### config.mk
export PLATFORM = sky130hd
export DESIGN_NAME = pc_sequencer_flat
export DESIGN_NICKNAME = d
export VERILOG_FILES = /design/src/rtl/pc_sequencer_pkg.sv /design/src/rtl/pc_sequencer_if.sv /design/src/rtl/pc_sequencer_pc_reg.sv /design/src/rtl/pc_sequencer.sv /design/src/flat_wrapper.sv
export SDC_FILE = /design/constraint.sdc
export NUM_CORES = 1
export LEC_CHECK = 0
export CAP_MARGIN = 20
export CORE_MARGIN = 2
export CORE_UTILIZATION = 49
export CTS_BUF_LIST = sky130_fd_sc_hd__clkbuf_16
export DETAILED_ROUTE_END_ITERATION = 7
export PLACE_DENSITY = 0.82
export SLEW_MARGIN = 20
export SYNTH_ARGS = -nofsm -noshare
export SYNTH_HDL_FRONTEND = slang
export SYNTH_SLANG_ARGS = --single-unit
### constraint.sdc
create_clock -name clk -period 3 [get_ports clk]
set_input_delay 0.45 -clock clk [delete_from_list [all_inputs] [get_ports clk]]
set_output_delay 0.45 -clock clk [all_outputs]
set_load 0.02 [all_outputs]
### src/rtl/pc_sequencer_pkg.sv
// Shared definitions for the program-counter sequencer: state encoding and
// default geometry.
package pc_sequencer_pkg;

    localparam int DEFAULT_WIDTH        = 8;
    localparam int DEFAULT_RESET_VECTOR = 0;

    typedef enum logic [1:0] {
        ST_IDLE    = 2'b00,
        ST_FETCH   = 2'b01,
        ST_STALLED = 2'b10,
        ST_HALT    = 2'b11
    } pc_state_t;

endpackage

### src/rtl/pc_sequencer_if.sv
// Control/fetch-address bundle between the pipeline and the PC sequencer.
// The LINK/LINK_PC pair exists only when PC_LINK_EN is defined.
interface pc_sequencer_if
    import pc_sequencer_pkg::*;
#(
    parameter int WIDTH = DEFAULT_WIDTH
);
    logic             run;
    logic             stall;
    logic             br_taken;
    logic [WIDTH-1:0] br_target;
    logic             halt_req;
    logic [WIDTH-1:0] pc;
    logic             pc_valid;
    logic             halted;
`ifdef PC_LINK_EN
    logic             link;
    logic [WIDTH-1:0] link_pc;

    modport master (
        output run, stall, br_taken, br_target, halt_req, link,
        input  pc, pc_valid, halted, link_pc
    );
    modport slave (
        input  run, stall, br_taken, br_target, halt_req, link,
        output pc, pc_valid, halted, link_pc
    );
`else
    modport master (
        output run, stall, br_taken, br_target, halt_req,
        input  pc, pc_valid, halted
    );
    modport slave (
        input  run, stall, br_taken, br_target, halt_req,
        output pc, pc_valid, halted
    );
`endif
endinterface

### src/rtl/pc_sequencer_pc_reg.sv
// WIDTH-bit load-enabled register built from per-bit D flip-flop cells,
// synchronous active-low reset to RESET_VALUE.
module pc_reg #(
    parameter int               WIDTH       = 8,
    parameter logic [WIDTH-1:0] RESET_VALUE = '0
) (
    input  logic             clk,
    input  logic             r,
    input  logic             load,
    input  logic [WIDTH-1:0] d,
    output logic [WIDTH-1:0] q
);

    generate
        for (genvar gi = 0; gi < WIDTH; gi++) begin : g_bit
            logic bit_reg;

            always_ff @(posedge clk) begin
                if (!r) begin
                    bit_reg <= RESET_VALUE[gi];
                end else if (load) begin
                    bit_reg <= d[gi];
                end
            end

            assign q[gi] = bit_reg;
        end
    endgenerate

endmodule

### src/rtl/pc_sequencer.sv
// Program-counter stage ahead of instruction fetch: advance, redirect, stall
// and halt. Define PC_LINK_EN to add the LINK input and LINK_PC register.
module pc_sequencer
    import pc_sequencer_pkg::*;
#(
    parameter int               WIDTH        = DEFAULT_WIDTH,
    parameter logic [WIDTH-1:0] RESET_VECTOR = WIDTH'(DEFAULT_RESET_VECTOR)
) (
    input  logic           clk,
    input  logic           r,
    pc_sequencer_if.slave  bus
);

    pc_state_t        state_reg;
    pc_state_t        state_next;
    logic             pc_load;
    logic [WIDTH-1:0] pc_next;
    logic [WIDTH-1:0] pc_q;
    logic [WIDTH-1:0] pc_plus_one;
    logic             link_load;

    assign pc_plus_one = pc_q + WIDTH'(1);

    always_ff @(posedge clk) begin
        if (!r) begin
            state_reg <= ST_IDLE;
        end else begin
            state_reg <= state_next;
        end
    end

    always_comb begin
        state_next = state_reg;
        pc_load    = 1'b0;
        pc_next    = pc_q;
        link_load  = 1'b0;
        case (state_reg)
            ST_IDLE: begin
                if (bus.run) begin
                    state_next = ST_FETCH;
                end
            end
            ST_FETCH: begin
                // Branch outranks stall: the redirected address is fetched next.
                if (bus.halt_req) begin
                    state_next = ST_HALT;
                end else if (bus.br_taken) begin
                    pc_load   = 1'b1;
                    pc_next   = bus.br_target;
`ifdef PC_LINK_EN
                    link_load = bus.link;
`endif
                end else if (bus.stall) begin
                    state_next = ST_STALLED;
                end else begin
                    pc_load = 1'b1;
                    pc_next = pc_plus_one;
                end
            end
            ST_STALLED: begin
                if (bus.halt_req) begin
                    state_next = ST_HALT;
                end else if (bus.br_taken) begin
                    pc_load    = 1'b1;
                    pc_next    = bus.br_target;
                    state_next = ST_FETCH;
                end else if (!bus.stall) begin
                    state_next = ST_FETCH;
                end
            end
            ST_HALT: begin
                if (bus.run) begin
                    pc_load    = 1'b1;
                    pc_next    = RESET_VECTOR;
                    state_next = ST_IDLE;
                end
            end
            default: begin
                state_next = ST_IDLE;
            end
        endcase
    end

    pc_reg #(
        .WIDTH       (WIDTH),
        .RESET_VALUE (RESET_VECTOR)
    ) u_pc_reg (
        .clk  (clk),
        .r    (r),
        .load (pc_load),
        .d    (pc_next),
        .q    (pc_q)
    );

    assign bus.pc       = pc_q;
    assign bus.pc_valid = (state_reg == ST_FETCH);
    assign bus.halted   = (state_reg == ST_HALT);

`ifdef PC_LINK_EN
    logic [WIDTH-1:0] link_q;

    pc_reg #(
        .WIDTH       (WIDTH),
        .RESET_VALUE ('0)
    ) u_link_reg (
        .clk  (clk),
        .r    (r),
        .load (link_load),
        .d    (pc_plus_one),
        .q    (link_q)
    );

    assign bus.link_pc = link_q;
`else
    logic unused_link;
    assign unused_link = link_load;
`endif

endmodule

### src/flat_wrapper.sv
// flat-port wrapper written by rule: the top's interface ports become plain ports
module pc_sequencer_flat import pc_sequencer_pkg::*;
#(
    parameter int               WIDTH        = DEFAULT_WIDTH,
    parameter logic [WIDTH-1:0] RESET_VECTOR = WIDTH'(DEFAULT_RESET_VECTOR)
)
  (clk, r, bus_run, bus_stall, bus_br_taken, bus_br_target, bus_halt_req, bus_pc, bus_pc_valid, bus_halted);
  pc_sequencer_if #(.WIDTH(WIDTH)) bus_i ();
  input  logic clk;
  input  logic r;
  input wire logic [$bits(bus_i.run)-1:0] bus_run;
  input wire logic [$bits(bus_i.stall)-1:0] bus_stall;
  input wire logic [$bits(bus_i.br_taken)-1:0] bus_br_taken;
  input wire logic [$bits(bus_i.br_target)-1:0] bus_br_target;
  input wire logic [$bits(bus_i.halt_req)-1:0] bus_halt_req;
  output wire logic [$bits(bus_i.pc)-1:0] bus_pc;
  output wire logic [$bits(bus_i.pc_valid)-1:0] bus_pc_valid;
  output wire logic [$bits(bus_i.halted)-1:0] bus_halted;
  assign bus_i.run = bus_run;
  assign bus_i.stall = bus_stall;
  assign bus_i.br_taken = bus_br_taken;
  assign bus_i.br_target = bus_br_target;
  assign bus_i.halt_req = bus_halt_req;
  assign bus_pc = bus_i.pc;
  assign bus_pc_valid = bus_i.pc_valid;
  assign bus_halted = bus_i.halted;
  pc_sequencer #(.WIDTH(WIDTH), .RESET_VECTOR(RESET_VECTOR)) u_core (.clk(clk), .r(r), .bus(bus_i));
endmodule
; ---- Word-level counts from Yosys, hierarchy flattened
; Index checks and enable logic that the tools add are counted.
[totals]
wordCells = 49
register_bits = 10
[classes]
eq_ne = 12
mux = 23
reduce_logical = 4
addsub = 1
[ops]
columns = cell, n
row1 = $mux 8, 6
row2 = $pmux 8 s3, 1
row3 = $mux 2, 8
row4 = $ne 2x2->1 const B, 5
row5 = $ne 3x3->1 const B, 3
row6 = $add 8x1->8 const B, 1
row7 = $pmux 2 s4, 1
row8 = $reduce_and 7->1, 1
row9 = $mux 1, 6
row10 = $reduce_and 5->1, 1
row11 = $eq 2x2->1 const B, 2
row12 = $ne 4x4->1 const B, 1
row13 = $pmux 1 s3, 1
row14 = $reduce_bool 3->1, 1
row15 = $eq 2x1->1 const B, 1
row16 = $logic_not 2->1, 1

; ---- Logic depth before layout (Yosys ltp)
[logic_depth]
ltp_word = 5
mapped_depth = 6
ltp_nobuf = 5

; ---- Hierarchy
; From an unflattened synthesis, not the netlist that was laid out.
[unflattened]
cells_unflattened = 133
hier_area_um2 = 1038.5
[by_module_without_submodules]
columns = mod, cells_each, area_per_inst_um2, n_inst
row1 = pc_sequencer, 100, 676.9, 1
row2 = pc_reg, 33, 361.6, 1

; ---- Least setup slack after synthesis
; No wires, ideal clock.
[synth_path]
path_kind = input to register
startpoint = input port bus_br_taken
endpoint = register u_core.u_pc_reg.g_bit[0].bit_reg
slack_ps = 1448
arrival_ps = 1436
setup_time_ps = 116
stages = 6
n_path_buf = 2
path_cell_list = buf_6 -> nand2b_4 -> and3_4 -> buf_6 -> or3_1 -> o211a_1
[synth_between]
elab_chain_len = 4
elab_cells_between_ends = 11
cone_classes = 2 x eq/ne / 8 x mux / 1 x reduce/logical
[synth_rtl]
columns = item, line_no
row1 = start: declaration, flat_wrapper.sv:13  ; input wire logic [$bits(bus_i.br_taken)-1:0] bus_br_taken;
row2 = "$mux 1, on equally long branches", "pc_sequencer.sv:63, pc_sequencer.sv:47"
row3 = "$mux 1, on equally long branches", "pc_sequencer.sv:61, pc_sequencer.sv:45"
row4 = $pmux 1 s3, pc_sequencer.sv:37  ; case (state_reg)
row5 = $reduce_and 7->1 (no line), --
row6 = end signal: assignment, pc_sequencer_pc_reg.sv:20  ; bit_reg <= RESET_VALUE[gi];
row7 = end signal: assignment, pc_sequencer_pc_reg.sv:22  ; bit_reg <= d[gi];
row8 = end: declaration, pc_sequencer_pc_reg.sv:16  ; logic bit_reg;
; Parallel ways exist; a longest one is shown, timed or not. The select of a mux whose other input is x is not followed.
; A chain may end at the register's enable or synchronous reset.

; ---- Worst setup path in the final report
[layout_path]
startpoint = register u_core.state_reg[1]
endpoint = output port bus_halted
[layout_between]
elab_chain_len = 1
[layout_rtl]
columns = item, line_no
row1 = start: declaration, pc_sequencer.sv:14  ; pc_state_t state_reg;
row2 = start signal: assignment, pc_sequencer.sv:28  ; state_reg <= state_next;
row3 = $eq 2x2->1, pc_sequencer.sv:97  ; assign bus.halted = (state_reg == ST_HALT);
row4 = end: declaration, flat_wrapper.sv:18  ; output wire logic [$bits(bus_i.halted)-1:0] bus_halted;
; No other way between the ends.

==> summary.txt <==
STA
  • RSZ-0062 raised after global routing: false
  • Worst Tran Pin Value: 0.427 ns
  • Setup TNS: 0 ns
  • Min Tclk post-route: 2.10 ns
  • Final Max Tran Viols: 0
  • Fmax: 476 MHz
  • Layout Skew: 0.00174 ns
  • Setup Viol. Count Final: 0
  • Rel. slew slack: 0.714
  • Final Cycle Share: 0.700
  • Final WS setup: 0.899 ns
  • Final hold vios: 0

Finish
  • Filler cells: 123
  • N_diodes: 0
  • Fin nets: 132
  • Syn-to-layout area delta: 29.9%
  • Largest register FFs: 8
  • Design area: 1020 um2
  • Share of layout cells above drive strength 1: 0.0609

Critical path
  • CP required: 2.55 ns
  • Crit path kind: flip-flop to output port
  • Crit end category: output port
  • Type of origin of the critical path: flip-flop
  • Slowest stage delay, CP: 0.61 ns
  • Crit-path leading delay family: buffers and inverters
  • Sequence of cells on the critical path: inv_1 -> nor2_1 -> clkdlybuf4s50_1
  • R2R Setup Slk: 1.30 ns
  • CP arrival: 1.65 ns
  • Slowest cell on crit path: clkdlybuf4s50_1
  • CP Max Fanout: 12
  • Buf+Inv Stages, Crit Path: 2

Placement
  • Pre-CTS WS: 0.868 ns
  • Area post-placement: 942 um2
  • Gp weighted congestion: 0.835
  • Hpwl dp: 1450 um
  • Port Buffers: 23

Logic synthesis
  • Post-synth top flop: dfxtp_1
  • FF+latch count, synth: 10
  • FFs w/ async S/R, synth: 0
  • Seq/Total Area, Yosys: 0.256
  • Unique masters post-synth: 41
  • Commonest cells post-synth: dfxtp_1 (10), nor2_1 (9), buf_4 (8)
  • Post-synth EDFFs: 0
  • Warnings, synthesis: 0
  • Most common cell in the netlist: dfxtp_1
  • Avg Cell Area, Syn: 7.75 um2
  • Top cell type's share of synthesized area: 0.256
  • Synth area leaders: dfxtp_1 (26%), buf_4 (7.7%), a21oi_1 (4.5%)
  • Syn Nets: 116
  • Top cell type by total area after synthesis: dfxtp_1
  • Syn Inst Count: 101
  • Synth Cell Area: 783 um2

CTS
  • CTS sink cnt: 10
  • Number of post-CTS setup repair buffers: 0
  • Post-CTS Resized: 0
  • Cts hold-fix bufs: 0
  • Num CTS Buffers: 3
  • Clock slew at reported path FFs: 0.04 ns
  • Clock Path Buffers: 2
  • H-tree depth: 1
  • Clk_lat worst skew: 0.24 ns
  • CTS tree: built
  • CTS root buf: clkbuf_16

Drt
  • WL/cell: 15.6 um
  • Top layer in use: met4
  • # DRC: 0
  • WL final: 2040 um
  • Met1 wire length: 912 um
  • WL met3: 136 um
  • WL met2: 938 um
  • DR vias/cell: 6.25
  • Via count: 819
  • Detailed Route Iter0 Violations: 34
  • Drt first pass iters: 4
  • Detail Route Antenna Nets: 0

Floorplanning
  • Die area: 1930 um2
  • Die width: 44.0 um
  • # rows: 14
  • Die Span Y: 44.0 um
  • Effective utilization at floorplan: 0.520
  • Core area: 1510 um2
  • IO Pins: 24

GRT
  • First-pass GRT wire length: 3260 um
  • Grt ovf: 0
  • GRT Util Overall: 0.236
  • Pin count of the biggest net entering global routing: 13
  • Initial antenna violation count: 0
  • Vias in the first global route: 727

Power
  • Worst IR Drop VDD: 0.360 mV
  • Pwr/cell area: 521 nW/um2
  • Final Power: 0.530 mW
  • Leakage: 0.390 nW

Hold path
  • Worst min path class: flip-flop to flip-flop

Flow run
  • Max Cap Violations: 0

Run status
  • Outcome: finished clean
==> power breakdown <==
| group | internal, mW | leakage [nW] | switching [mW] |
|---|---|---|---|
| Combinational | 0.0665 | 0.271 | 0.0669 |
| Sequential | 0.145 | 0.0818 | 0.0190 |
| Clock | 0.173 | 0.0370 | 0.0601 |
==> worst min-delay path, stage by stage, from the launching register on <==
cell	delay [ns]
dfxtp_1	0.33
nand2_1	0.07
o32ai_1	0.06
==> worst paths after layout <==
kind                                    start                               end  cells past startpoint
max                       u_core.state_reg[1]                        bus_halted                      3
min          u_core.u_pc_reg.g_bit[5].bit_reg  u_core.u_pc_reg.g_bit[5].bit_reg                      2
max reg2reg               u_core.state_reg[1]  u_core.u_pc_reg.g_bit[4].bit_reg                      4
min reg2reg  u_core.u_pc_reg.g_bit[5].bit_reg  u_core.u_pc_reg.g_bit[5].bit_reg                      2
==> cell families (layout without fill, tap and decap cells) <==
family | after synthesis | after routing | synth area share
AND/OR/NAND/NOR | 37 | 37 | 0.252
AO/OA/AOI/OAI | 34 | 34 | 0.305
buffers and inverters | 16 | 30 | 0.136
flip-flops | 10 | 10 | 0.256
XOR/XNOR | 2 | 2 | 0.0224
adder cells (fa/ha/maj) | 1 | 1 | 0.0160
multiplexers | 1 | 1 | 0.0128
==> per-layer routing <==
metal	global-route usage	vias to the layer above
met5	0	-
met4	0.0909	0
met3	0.0792	7
met2	0.359	27
met1	0.308	386
li1	-	399
==> cell type report <==
cell class,instances,area [um2],share of cell area
Clock buffer,3,75.1,0.0738
Inverter,4,15.0,0.0148
Multi-Input combinational cell,75,477,0.469
Sequential cell,10,200,0.197
Tap cell,16,20.0,0.0197
Timing Repair Buffer,23,230,0.226
==> stage by stage <==
stage	instances	utilization	hold WS (ns)
floorplan	101	-	0.478
detailed placement	128	0.625	0.503
CTS	131	0.675	0.512
global route	131	0.675	0.559
global placement	128	0.625	0.508
finish	131	0.675	0.517
==> layout by cell type (no fill, tap or decap), types with 2 or more instances in the layout <==
master            n
nand3_1           5
clkbuf_16         3
nor2_1            9
a21o_1            2
o31ai_1           3
o21ai_0           5
a21oi_1           7
o32ai_1           2
nand4_1           2
nand2_1           6
nor2b_1           2
inv_1             4
a22oi_1           3
clkdlybuf4s50_1  23
dfxtp_1          10
and2_1            2
nor3_1            3
nor4_1            2
xnor2_1           2
(Power assumes the default switching activity.)
